--- config.mk ---
export PLATFORM = sky130hd
export DESIGN_NAME = maze_mem_arbiter
export DESIGN_NICKNAME = d
export VERILOG_FILES = /design/src/rtl/maze_pkg.sv /design/src/rtl/rr_pick.sv /design/src/rtl/maze_mem_arbiter.sv
export SDC_FILE = /design/constraint.sdc
export NUM_CORES = 1
export LEC_CHECK = 0
export ABC_CLOCK_PERIOD_IN_PS = 5300
export CORE_MARGIN = 8
export CORE_UTILIZATION = 51
export CTS_CLUSTER_SIZE = 8
export DETAILED_ROUTE_END_ITERATION = 7
export GPL_TIMING_DRIVEN = 1
export PLACE_DENSITY = 0.85
export SLEW_MARGIN = 20
export SYNTH_ARGS = -nofsm -noshare
export SYNTH_HDL_FRONTEND = slang
export SYNTH_SLANG_ARGS = --single-unit
--- constraint.sdc ---
create_clock -name clk -period 5.3 [get_ports clk]
set_input_delay 0.53 -clock clk [delete_from_list [all_inputs] [get_ports clk]]
set_output_delay 0.53 -clock clk [all_outputs]
set_load 0.1 [all_outputs]
--- src/rtl/maze_pkg.sv ---
// ---------------------------------------------------------------------------
// maze_pkg : shared constants and owner-state encoding for the maze memory
// Revision : 1.0
// ---------------------------------------------------------------------------
`default_nettype none

package maze_pkg;

  localparam int ADDR_W     = 8;
  localparam int MAZE_CELLS = 256;

  localparam logic [1:0] ST_NONE = 2'b00;
  localparam logic [1:0] ST_OWN0 = 2'b01;
  localparam logic [1:0] ST_OWN1 = 2'b10;

endpackage

`default_nettype wire

--- src/rtl/rr_pick.sv ---
// ---------------------------------------------------------------------------
// rr_pick : two-input round-robin picker, one-hot result
// Revision : 1.0
// ---------------------------------------------------------------------------
`default_nettype none

module rr_pick (
  input  logic [1:0] req,
  input  logic       rr_last,
  output logic [1:0] pick
);

  // On a tie the requester that was not served last wins.
  assign pick[0] = req[0] & (~req[1] | rr_last);
  assign pick[1] = req[1] & (~req[0] | ~rr_last);

endmodule

`default_nettype wire

--- src/rtl/maze_mem_arbiter.sv ---
// ---------------------------------------------------------------------------
// maze_mem_arbiter : round-robin, burst-bounded sharing of the maze memory
// Revision : 1.0
// ---------------------------------------------------------------------------
`default_nettype none

module maze_mem_arbiter
  import maze_pkg::*;
#(
  parameter int ADDR_W    = maze_pkg::ADDR_W,
  parameter int MAX_BURST = 4
) (
  input  logic              clk,
  input  logic              rst,
  input  logic              r0_req,
  input  logic              r0_wr,
  input  logic [ADDR_W-1:0] r0_loc,
  input  logic              r0_din,
  output logic              r0_gnt,
  output logic              r0_rvalid,
  output logic              r0_rdata,
  input  logic              r1_req,
  input  logic              r1_wr,
  input  logic [ADDR_W-1:0] r1_loc,
  input  logic              r1_din,
  output logic              r1_gnt,
  output logic              r1_rvalid,
  output logic              r1_rdata,
  output logic              mem_rd,
  output logic              mem_wr,
  output logic [ADDR_W-1:0] mem_loc,
  output logic              mem_din,
  input  logic              mem_dout
);

  localparam logic [3:0] MAX_BURST_C = 4'(MAX_BURST);

  logic [1:0]        state_q, state_d;
  logic              rr_last_q, rr_last_d;
  logic [3:0]        burst_cnt_q, burst_cnt_d;
  logic              tag_valid_q, tag_valid_d;
  logic              tag_req_q, tag_req_d;
  logic [ADDR_W-1:0] mem_loc_q, mem_loc_d;

  logic [1:0]        req;
  logic [1:0]        pick;
  logic [1:0]        grant;
  logic              own;
  logic              any_gnt;
  logic              sel_wr;
  logic              sel_din;
  logic [ADDR_W-1:0] sel_loc;

  assign req = {r1_req, r0_req};

  rr_pick u_rr_pick (
    .req     (req),
    .rr_last (rr_last_q),
    .pick    (pick)
  );

  always_ff @(posedge clk or negedge rst) begin
    if (!rst) begin
      state_q     <= ST_NONE;
      rr_last_q   <= 1'b1;
      burst_cnt_q <= 4'd0;
      tag_valid_q <= 1'b0;
      tag_req_q   <= 1'b0;
      mem_loc_q   <= '0;
    end else begin
      state_q     <= state_d;
      rr_last_q   <= rr_last_d;
      burst_cnt_q <= burst_cnt_d;
      tag_valid_q <= tag_valid_d;
      tag_req_q   <= tag_req_d;
      mem_loc_q   <= mem_loc_d;
    end
  end

  always_comb begin
    state_d     = state_q;
    rr_last_d   = rr_last_q;
    burst_cnt_d = burst_cnt_q;
    grant       = 2'b00;
    own         = (state_q == ST_OWN1);
    case (state_q)
      ST_NONE: begin
        if (|pick) begin
          grant       = pick;
          state_d     = pick[1] ? ST_OWN1 : ST_OWN0;
          burst_cnt_d = 4'd1;
        end
      end
      ST_OWN0, ST_OWN1: begin
        if (req[own] && (!req[~own] || burst_cnt_q < MAX_BURST_C)) begin
          grant[own]  = 1'b1;
          burst_cnt_d = (burst_cnt_q == 4'hF) ? burst_cnt_q : burst_cnt_q + 4'd1;
        end else if (req[~own]) begin
          // Either the burst budget is spent or the owner went idle.
          grant[~own] = 1'b1;
          state_d     = own ? ST_OWN0 : ST_OWN1;
          burst_cnt_d = 4'd1;
          rr_last_d   = own;
        end else begin
          state_d   = ST_NONE;
          rr_last_d = own;
        end
      end
      default: state_d = ST_NONE;
    endcase
  end

  always_comb begin
    any_gnt     = |grant;
    sel_wr      = grant[1] ? r1_wr  : r0_wr;
    sel_din     = grant[1] ? r1_din : r0_din;
    sel_loc     = grant[1] ? r1_loc : r0_loc;
    mem_loc_d   = any_gnt ? sel_loc : mem_loc_q;
    tag_valid_d = any_gnt & ~sel_wr;
    tag_req_d   = grant[1];

    // Port outputs are forced quiet while reset is asserted.
    r0_gnt    = rst & grant[0];
    r1_gnt    = rst & grant[1];
    mem_wr    = rst & any_gnt & sel_wr;
    mem_rd    = rst & any_gnt & ~sel_wr;
    mem_din   = rst & any_gnt & sel_din;
    mem_loc   = (rst & any_gnt) ? sel_loc : mem_loc_q;
    r0_rvalid = tag_valid_q & ~tag_req_q;
    r1_rvalid = tag_valid_q & tag_req_q;
    r0_rdata  = r0_rvalid & mem_dout;
    r1_rdata  = r1_rvalid & mem_dout;
  end

endmodule

`default_nettype wire
==> impl_metrics.yaml, run 1 <==
die:
  die_h_um: 68.8
  start_util_pct: 52.4
  rows: 19
  dieArea_um2: 4730
  fp.coreArea_um2: 2710
  ios: 42
  fp.dieW_um: 68.8
detailed_routing:
  drtIter0Drc: 146
  drc_errors: 0
  wire_per_inst_um: 17.6
  vias_per_cell: 6.53
  drt-total-wl_mm: 3.99
  final_antenna_net_count: 0
  via_count: 1483
  firstDrtPassIters: 4
sta:
  finalHoldViolations: 0
  final_max_slew_viol_count: 0
  tightest_slew_ns: 0.978
  fin_tns_setup_ns: 0
  skew_ns: 0.00840
  layout_min_cycle_time_ns: 3.90
  finalCritPeriodShare_pct: 73.6
  rsz0062_at_grt: "no"
  slew_headroom_pct: 34.6
  fmax_mhz: 256
  finalSetupViolations: 0
synth:
  ys_seq_area_share_pct: 30.0
  ys_types: 44
  synthFlopType: "dfrtp_1"
  syn_area_per_cell_um2: 8.88
  ys_ff_latch: 17
  mappedNetlistArea_um2: 1420
  yosysWarnings: 0
  yosys-top-cells-area: "dfrtp_1, and3_1, a221o_1"
  async_flop_share_pct: 100
  yosys-top-cells-count: "and3_1, a221o_1, dfrtp_1"
  synth_top_cell_by_area: "dfrtp_1"
  synth_edf_count: 0
  synth_top_area_share_pct: 28.2
  syn-num-nets: 190
  yosys.cell_count.top_type: "and3_1"
  syn_inst: 160
clocking:
  cts_max_level: 1
  cts_setup_buffers: 0
  cts_tree: "done"
  cts-hold-fix-buffers: 0
  clk_pin_slew_worst_paths_ns: 0.12
  clkLatencyLatePin_ns: 0.30
  clk_path_buf_depth: 2
  clock-root-buffer: "clkbuf_4"
  cts_buffers: 3
  cts.sinks: 17
  cts_resized: 0
run:
  max_cap_viol_count: 0
hold_path:
  hold_path_class: "register to register"
global_route:
  grt_first_pass_wirelength_mm: 6.20
  grt_use_total_pct: 16.4
  grt_max_degree: 23
  overflow: 0
  antenna_found_initial: 0
  grt_pass1_vias: 1398
place:
  gp_congestion: 0.849
  dp_hpwl_mm: 2.93
  portBuffers: 41
setup_path:
  worstReg2RegEnd: "mem_loc_q[6]"
  arrival_ns: 3.37
  r2r_start: "state_q[0]"
  critPathRequiredTime_ns: 4.77
  crit_end: "r1_gnt"
  end_kind: "output port"
  worstSetupStartpointType: "register"
  reg2reg_slack_ns: 2.60
  cp-startpoint: "state_q[0]"
  worstSetupPathType: "register to output port"
  crit_path_max_fanout: 22
  r2r_cells: 8
cells_and_area:
  n_antenna_cell: 0
  syn_to_final_growth_pct: 28.5
  nFillCells: 219
  fin_nets: 227
  drive_gt1_share_pct: 14.3
outcome:
  outcome: "complete, no violations"
[state kept, by name (all words and copies together), names as in the netlist]
register,count
tag_valid_q,1
rr_last_q,1
burst_cnt_q,4
tag_req_q,1
state_q,2
mem_loc_q,8
[kinds of logic after synthesis]
group,Yosys count,synth area share [%]
simple gates,70,28.5
compound gates,47,27.0
flops,17,30.0
buf+inv,15,5.37
mux,6,4.67
fa+ha+maj,5,4.41
[layout by cell type, fill, tap and decap left out, drive strengths merged, types with 2 or more instances in the layout]
cell type       n
inv             3
a21oi           8
ha              5
and2            3
o211ai          2
and3           34
nor2b           2
nand2           8
or2             2
clkdlybuf4s50  29
o31ai           3
mux2            5
o21ai           2
dfrtp          16
buf            15
nor2            7
nand2b          5
a221o          16
a211oi          2
clkbuf          3
nand3           3
o22ai           2
o21a            2
[through the flow]
step / utilization, % / instances / setup WS (ns) / cell area, um^2 / hold slack [ns]
after floorplan: - / 160 / 0.743 / 1420 / 0.234
after global placement: 66.3 / 223 / 1.56 / 1800 / 0.496
after detailed placement: 66.3 / 223 / 1.50 / 1800 / 0.498
after CTS: 67.3 / 227 / 1.47 / 1820 / 0.528
after global routing: 67.3 / 227 / 1.23 / 1820 / 0.547
final: 67.3 / 227 / 1.40 / 1820 / 0.529
[worst min path at each step]
stage	end	depth (start not counted)	from
floorplan	burst_cnt_q[0]	0	rst
global placement	mem_loc_q[4]	1	mem_loc_q[4]
detailed placement	mem_loc_q[4]	1	mem_loc_q[4]
CTS	mem_loc_q[4]	1	mem_loc_q[4]
global route	mem_loc_q[0]	1	mem_loc_q[0]
finish	mem_loc_q[2]	1	mem_loc_q[2]
[metal layers]
layer | GRT usage, % | part of all wire (%) | up-vias
li1 | - | - | 701
met1 | 19.7 | 43 | 714
met2 | 28.7 | 47 | 64
met3 | 4.68 | 9.1 | 4
met4 | 3.01 | 0.95 | 0
met5 | 0 | 0 | -
[critical path, cell delays in order (launching register included)]
cell             delay, ns
dfrtp_1               0.39
inv_1                 0.08
ha_1                  0.44
and4b_1               0.26
a31oi_1               0.23
o21a_1                0.57
nor2_1                0.11
clkdlybuf4s50_1       0.99
[area by class of cell]
| type | instances | area (um^2) | area share [%] |
|---|---|---|---|
| multi-input cells | 128 | 917 | 50.3 |
| flip-flops and latches | 17 | 427 | 23.4 |
| repair buffers | 44 | 403 | 22.1 |
| well taps | 31 | 38.8 | 2.13 |
| clock buffers | 3 | 22.5 | 1.23 |
| inverters | 3 | 11.3 | 0.617 |
| clock inverters | 1 | 5.00 | 0.274 |
Power of run 1 is not shown: default switching activity piles up to over one toggle a cycle in this logic, so the estimate is an artifact.
==> run 2: changes to the inputs <==
- ABC_CLOCK_PERIOD_IN_PS: 5300 -> 3250
- CORE_UTILIZATION: 51 -> 43
- PLACE_DENSITY: 0.85 -> 0.77
- clock period: 5.3 -> 3.25 ns (I/O delays scaled with it)
==> run 2 against run 1 <==
Net effect: cell area up 12%; setup slack lost 1.3 ns; first-iteration DRC count is 17% lower; critical path depth rose by 1; clock-buffer cell count unchanged; via count is 0.20% lower.
==> impl_metrics.yaml, run 2 (synthesized netlist as in run 1, its figures left out) <==
outcome:
  outcome: "complete, no violations"
cells_and_area:
  largest_reg_flops: 8
  top_register: "mem_loc_q"
  finalNonFillerCells: 245
  final_common_cell: "and3_1"
  biggestRegsByFlops: "mem_loc_q: 8 flops, burst_cnt_q: 4 flops, state_q: 2 flops"
  n_antenna_cell: 0
  fin_util_pct: 62.6
  layout_common_cells: "and3_1, clkdlybuf4s50_1, a221o_1, dfrtp_1, buf_12"
  syn_to_final_growth_pct: 43.7
  drive_gt1_share_pct: 20.6
  fin_nets: 230
setup_path:
  slowest_delay_ns: 0.43
  worstSetupPathType: "register to output port"
  crit_path_max_fanout: 17
  arrival_ns: 2.78
  end_kind: "output port"
  crit_chain: "inv_1 -> ha_1 -> nand2_1 -> a21o_1 -> a32o_2 -> or2_2 -> a221o_1 -> buf_12"
  critPathRequiredTime_ns: 2.92
  cpMaxStageDelayCell: "or2_2"
  worstSetupStartpointType: "register"
detailed_routing:
  drtIter0Drc: 121
  via_count: 1480
  final_antenna_net_count: 0
  drt-total-wl_mm: 4.38
  vias_per_cell: 6.04
  firstDrtPassIters: 4
  wire_per_inst_um: 17.9
  drc_errors: 0
sta:
  tightest_slew_ns: 0.980
  holdWs_ns: 0.418
  finalSetupViolations: 0
  finalHoldViolations: 0
  rsz0062_at_grt: "no"
  fmax_mhz: 322
  layout_min_cycle_time_ns: 3.11
  finalWorstSetupSlack_ns: 0.143
  slew_headroom_pct: 34.4
  skew_ns: 0.00813
  finalCritPeriodShare_pct: 95.6
  final_max_slew_viol_count: 0
clocking:
  clk_pin_slew_worst_paths_ns: 0.12
  clock-root-buffer: "clkbuf_4"
  clk_path_buf_depth: 2
  cts_tree: "done"
  cts_max_level: 1
  cts.sinks: 17
  clkLatencyLatePin_ns: 0.29
  cts_buffers: 3
run:
  max_cap_viol_count: 0
die:
  dieArea_um2: 5400
  start_util_pct: 43.6
  ios: 42
  die_h_um: 73.5
  fp.dieW_um: 73.5
  fp.coreArea_um2: 3260
  rows: 21
place:
  dp_cells: 241
  portBuffers: 41
  dp_hpwl_mm: 3.31
  dp_worst_setup_slack_ns: 0.209
  gp_congestion: 0.849
hold_path:
  hold_path_class: "input pin to async pin"
global_route:
  grt_max_degree: 23
  grt_use_total_pct: 15.9
  grt_first_pass_wirelength_mm: 6.88
  grt_pass1_vias: 1427
  overflow: 0
  antenna_found_initial: 0
run 2: layout make-up:
type | instances | area, um^2
clock buffers | 3 | 22.5
clock inverters | 1 | 5.00
fillers | 293 | 1220
inverters | 3 | 11.3
multi-input cells | 128 | 937
flip-flops and latches | 17 | 427
well taps | 46 | 57.6
repair buffers | 47 | 581
run 2: repair_timing:
action / CTS / global route
gates resized for setup: 1 / 3
hold buffers: 0 / 0
setup endpoints to repair: 1 / 9
endpoints found under the hold margin: 0 / 0
buffers inserted: 0 / 0
run 2: path summary, 6_finish.rpt:
kind | startpoint | endpoint | slack [ns] | cells after the start
min in group clk | mem_loc_q[6] | mem_loc_q[6] | 0.53 | 1
worst min register to register | mem_loc_q[6] | mem_loc_q[6] | 0.53 | 1
worst max register to register | state_q[0] | mem_loc_q[0] | 0.52 | 8
max in group asynchronous | rst | rr_last_q | 2.56 | 2
worst min-delay path | rst | state_q[1] | 0.42 | 2
worst max-delay path | state_q[0] | mem_loc[5] | 0.14 | 8
run 2: per-layer routing:
| layer | routed length, um | track usage (%) |
|---|---|---|
| met1 | 1810 | 20.0 |
| met2 | 2260 | 27.1 |
| met3 | 264 | 2.32 |
| met4 | 36 | 4.88 |
| met5 | 0 | 0 |
run 2: per-stage QoR:
stage,TNS (ns),area (um^2)
2_1_floorplan,-0.139,1430
3_3_place_gp,0,2010
3_5_place_dp,0,2010
4_1_cts,0,2030
5_1_grt,0,2040
6_report,0,2040
run 2: worst max-delay path, delay by kind of cell (launching register included):
kind	cells	cell delay, ns
and+or+nand+nor	2	0.52
buffers and inverters	2	0.30
DFF	1	0.42
AOI/OAI and AO/OA	3	0.92
adders and majority gates	1	0.32
Power of run 2 is left out for the same reason.
==> RTL change 1 (flow settings as in run 2) <==
Set the package constant `ADDR_W` to 7 (it was 8).
--- a/src/rtl/maze_pkg.sv
+++ b/src/rtl/maze_pkg.sv
@@ -8,3 +8,3 @@
 
-  localparam int ADDR_W     = 8;
+  localparam int ADDR_W     = 7;
   localparam int MAZE_CELLS = 256;
Interface: changed (resized mem_loc, r0_loc and r1_loc); port bits go from 42 to 39. The function was not compared with the original's and may differ.
==> RTL change 1 against run 2 <==
Highest routed layer unchanged. Final cell count is 9.8% lower. Sequential cell count is 1 lower. Sequential share of layout area is 0.84 points higher. Register-to-register slack better by 0.26 ns. Routed wire length is 11% lower. Worst setup slack better by 0.0062 ns. Final area is 9.5% lower. Area after synthesis is 9.3% lower.
Power is not shown: default switching activity piles up to over one toggle a cycle in this logic, so the estimate is an artifact.
==> RTL change 1: results (changes against run 2) <==
----------------------------------------------------
[Run status]
  Run status ... finished clean (unchanged)

[Setup path]
  Biggest cell delay along the critical path ... 0.41 ns (was 0.43 ns)
  Worst r2r dst ... mem_loc_q[6] (was mem_loc_q[0])
  Worst Reg2Reg Path Length in Cells ... 9 (was 8)
  Worst setup slack for register-to-register paths ... 0.78 ns (was 0.52 ns)

[Synth]
  Distinct cells, synth ... 41 (was 44)
  Synthesized net count ... 182 (was 190)
  Post-synthesis compound-gate area fraction ... 32.6% (was 27.0%)
  Synthesized area per cell ... 8.36 µm² (was 8.88 µm²)
  Xor/xnor share of the synthesized area ... 0.680% (was 0%)
  Adder and majority gate portion of the synthesized area ... 4.86% (was 4.41%)
  Post-synthesis mux area share ... 5.15% (was 4.67%)

[GRT]
  Wire length of the first global-routing pass ... 6480 µm (was 6880 µm)
  GRT Total Usage ... 15.5% (was 15.9%)
  Pin count of the biggest net entering global routing ... 21 (was 23)
  Grt met1 use ... 15.6% (was 20.0%)

[Route]
  Violation count after the first detailed-routing iteration ... 93 (was 121)
  WL final ... 3870 µm (was 4380 µm)
  First-pass DRT Iterations ... 5 (was 4)
  Wire length per cell ... 17.5 µm (was 17.9 µm)
  Mean number of vias per cell ... 6.23 (was 6.04)

[Placement]
  Number of buffers added on ports ... 38 (was 41)
  Detailed placer's ending HPWL ... 3000 µm (was 3310 µm)
  Post-place setup slack ... 0.290 ns (was 0.209 ns)
  Routability Congestion ... 0.815 (was 0.849)

[Cells and area]
  Number of filler instances in the final layout ... 259 (was 293)
  Fraction of final layout cells with drive strength greater than 1 ... 23.9% (was 20.6%)
  Registers with the most flip-flops ... mem_loc_q: 7 flops, burst_cnt_q: 4 flops, state_q: 2 flops (was mem_loc_q: 8 flops, burst_cnt_q: 4 flops, state_q: 2 flops)
  Net count, final ... 217 (was 230)

[CTS]
  Clock input transition at the sequential cells of the worst setup and hold paths ... 0.10 ns (was 0.12 ns)

[Timing]
  Final-layout worst hold slack ... 0.378 ns (was 0.418 ns)

----------------------------------------------------
## RTL change 1: worst max path at each step
| stage | start | cells after the start | end |
|---|---|---|---|
| floorplan | state_q[0] | 8 | mem_din |
| global placement | r1_req | 8 | mem_loc[1] |
| detailed placement | r1_req | 8 | mem_loc[2] |
| CTS | state_q[0] | 8 | mem_loc[2] |
| global route | state_q[0] | 9 | mem_loc[0] |
| finish | state_q[0] | 9 | mem_loc[2] |
## RTL change 1: cell type report
| cell class | instances | area [µm²] | share of cell area [%] |
|---|---|---|---|
| multi-input combinational | 118 | 812 | 44.0 |
| timing repair buffer | 42 | 526 | 28.5 |
| sequential | 16 | 402 | 21.7 |
| tap | 33 | 41.3 | 2.24 |
| clock buffer | 4 | 36.3 | 1.96 |
| inverter | 8 | 30.0 | 1.63 |
## RTL change 1: layer usage
layer / up-vias / share of wire (%)
met5: - / 0
met3: 9 / 6.1
met4: 0 / 1.3
met1: 666 / 39
met2: 53 / 53
li1: 649 / -
## RTL change 1: per-stage QoR
stage          utilization [%]  area (µm²)
2_1_floorplan                -        1320
3_3_place_gp              61.3        1810
3_5_place_dp              61.3        1810
4_1_cts                   62.5        1850
5_1_grt                   62.5        1850
6_report                  62.5        1850
## RTL change 1: cell families after synthesis
logic type,count (synthesis)
xor+xnor,1
fa+ha+maj,5
mux,6
compound gates,64
buf+inv,20
flops,16
simple gates,42
## RTL change 1: worst max-delay path: cells and delay by family, from the launching register on
kind | cells | cell delay [ns]
and+or+nand+nor | 2 | 0.47
buffers and inverters | 2 | 0.31
muxes | 1 | 0.41
AOI/OAI and AO/OA | 3 | 0.53
DFF | 1 | 0.41
adders and majority gates | 1 | 0.35
==> RTL change 2 (config.mk and constraints of run 2) <==
Without the edit above. `mem_loc_q` no longer has a reset.
--- a/src/rtl/maze_mem_arbiter.sv
+++ b/src/rtl/maze_mem_arbiter.sv
@@ -68,3 +68,2 @@
       tag_req_q   <= 1'b0;
-      mem_loc_q   <= '0;
     end else begin
@@ -75,4 +74,7 @@
       tag_req_q   <= tag_req_d;
-      mem_loc_q   <= mem_loc_d;
     end
+  end
+
+  always_ff @(posedge clk) begin
+    mem_loc_q <= mem_loc_d;
   end
Check against the original RTL: not equivalent (a bounded check fails within 4 cycles, from zero or initial values and one cycle with rst low).
==> RTL change 2 against run 2 <==
First-iteration DRC count decreased by 57%. Final area rose by 0.67%. Routed wire length fell by 13%. Global-route usage fell by 0.52 points. Synthesized cell count decreased by 5.0%. Non-clock buffer count is 3 lower. Worst setup slack gained 0.020 ns. Worst hold slack got worse by 0.12 ns. Area after synthesis shrank 4.0%. Sequential cell count stayed put. Utilization grew 5.2 points. Largest cell class unchanged. Highest routed layer unchanged.
Power is left out: the tool's default activity adds up to more than one toggle a clock period on the data nets, which glitch-free logic cannot reach.
==> RTL change 2: results (changes against run 2) <==
----------------------------------------------------
[Run status]
  Run status ... finished clean (unchanged)

[Synth]
  Distinct cells, synth ... 41 (was 44)
  Post-synthesis sequential area ratio ... 34.2% (was 30.0%)
  Synthesized net count ... 182 (was 190)
  Post-synthesis cell count ... 152 (was 160)
  EDFF count, synth ... 8 (was 0)
  Leading post-synthesis cells by cell area ... sky130_fd_sc_hd__edfxtp_1 (18%), sky130_fd_sc_hd__dfrtp_1 (15%), sky130_fd_sc_hd__mux2_2 (12%) (was sky130_fd_sc_hd__dfrtp_1 (28%), sky130_fd_sc_hd__and3_1 (15%), sky130_fd_sc_hd__a221o_1 (11%))
  Fraction of registers with async set/reset ... 52.9% (was 100%)
  Post-synth top cells ... sky130_fd_sc_hd__nand3_1 (21), sky130_fd_sc_hd__inv_1 (15), sky130_fd_sc_hd__mux2_2 (14), sky130_fd_sc_hd__a21oi_1 (11), sky130_fd_sc_hd__o221ai_1 (9) (was sky130_fd_sc_hd__and3_1 (34), sky130_fd_sc_hd__a221o_1 (16), sky130_fd_sc_hd__dfrtp_1 (16), sky130_fd_sc_hd__a21oi_1 (8), sky130_fd_sc_hd__nand2_1 (8))

[Placement]
  Placed inst area ... 0.00196 mm² (was 0.00201 mm²)
  Detailed placer's ending HPWL ... 2980 µm (was 3310 µm)
  Placed Cells incl. Taps ... 232 (was 241)

[CTS]
  CTS Root Buffer Type ... sky130_fd_sc_hd__clkbuf_4 (unchanged)
  Clock latency reported for the late side of the worst-skew pair ... 0.30 ns
  H-tree level count ... 1 (unchanged)

[Route]
  Mean number of vias per cell ... 5.68 (was 6.04)
  Met3 Wirelength ... 378 µm (was 264 µm)
  Met1 Wirelength ... 1450 µm (was 1810 µm)
  WL final ... 3820 µm (was 4380 µm)
  Violation count after the first detailed-routing iteration ... 52 (was 121)
  Highest routed metal layer ... met4 (unchanged)

[Timing]
  Worst setup skew after layout ... 0.00766 ns (was 0.00813 ns)
  Worst Max-Slew Pin Slew ... 0.973 ns (was 0.980 ns)
  Final-layout worst hold slack ... 0.302 ns (was 0.418 ns)

[Setup path]
  Worst r2r dst ... mem_loc_q[7] (was mem_loc_q[0])
  Cell type of the slowest stage on the worst timing path ... sky130_fd_sc_hd__nor2_2 (was sky130_fd_sc_hd__or2_2)
  Worst setup slack for register-to-register paths ... 0.64 ns (was 0.52 ns)
  Worst Reg2Reg Path Length in Cells ... 7 (was 8)
  Data arrival, critical path ... 2.76 ns (was 2.78 ns)
  Biggest cell delay along the critical path ... 0.47 ns (was 0.43 ns)
  CP Max Fanout ... 10 (was 17)

[GRT]
  Pin count of the biggest net entering global routing ... 18 (was 23)
  Number of global-route vias before repair ... 1428 (was 1427)
  GRT Total Usage ... 15.4% (was 15.9%)

[Cells and area]
  Net count, final ... 223 (was 230)
  Number of filler instances in the final layout ... 246 (was 293)
  Synthesis-to-finish area growth ... 50.6% (was 43.7%)
  Fraction of final layout cells with drive strength greater than 1 ... 30.7% (was 20.6%)
  Final Instance Count excl. Fillers ... 236 (was 245)

----------------------------------------------------
[RTL change 2: cell count changes after synthesis, sizes merged, moves of 3 or more]
cell,change
nand3,+18
a21oi,+3
clkbuf,-3
a221o,-16
edfxtp,+8
dfrtp,-8
and3,-32
mux2,+9
inv,+12
o221ai,+8
o2111ai,+3
[RTL change 2: how the worst max path moves through the flow]
stage | from | to | slack, ns
after floorplan | state_q[0] | mem_loc[5] | -0.27
after global placement | r0_req | mem_loc[0] | 0.36
after detailed placement | r0_req | mem_loc[2] | 0.28
after CTS | state_q[1] | mem_loc[6] | 0.05
after global routing | state_q[0] | mem_loc[4] | 0.04
final | state_q[0] | mem_loc[2] | 0.16
[RTL change 2: what timing repair did]
| item | CTS | global route |
|---|---|---|
| gates resized for setup | 4 | 8 |
| hold buffers | 0 | 0 |
| setup endpoints to repair | 5 | 8 |
[RTL change 2: worst max-delay path, delay by kind of cell, from the launching register on]
kind / cells / cell delay (ns)
compound gates: 2 / 0.54
simple gates: 1 / 0.47
flops: 1 / 0.41
mux: 1 / 0.40
buf+inv: 2 / 0.33
fa+ha+maj: 1 / 0.31
[RTL change 2: final cells by class]
type	count	area share, %
tap	44	2.68
inverter	15	2.74
timing repair buffer	44	27.2
multi-input combinational	112	43.4
sequential	17	22.7
clock inverter	1	0.244
clock buffer	3	1.10
[RTL change 2: per-stage QoR]
step | setup slack (ns) | TNS [ns]
final | 0.163 | 0
after global placement | 0.361 | 0
after CTS | 0.0498 | 0
after floorplan | -0.270 | -1.62
after detailed placement | 0.283 | 0
after global routing | 0.0356 | 0
[RTL change 2: cell families (layout without fill, tap and decap cells)]
| family | after synthesis | count (layout) | synth area share [%] |
|---|---|---|---|
| and+or+nand+nor | 55 | 55 | 21.0 |
| AOI/OAI and AO/OA | 38 | 38 | 21.7 |
| buffers and inverters | 23 | 63 | 6.88 |
| adders and majority gates | 5 | 5 | 4.59 |
| DFF | 17 | 17 | 34.2 |
| muxes | 14 | 14 | 11.6 |
[RTL change 2: routing by layer]
layer | global-route usage [%] | vias up
met1 | 16.2 | 642
met5 | 0 | -
met4 | 4.31 | 0
met3 | 6.75 | 2
li1 | - | 654
met2 | 27.1 | 42
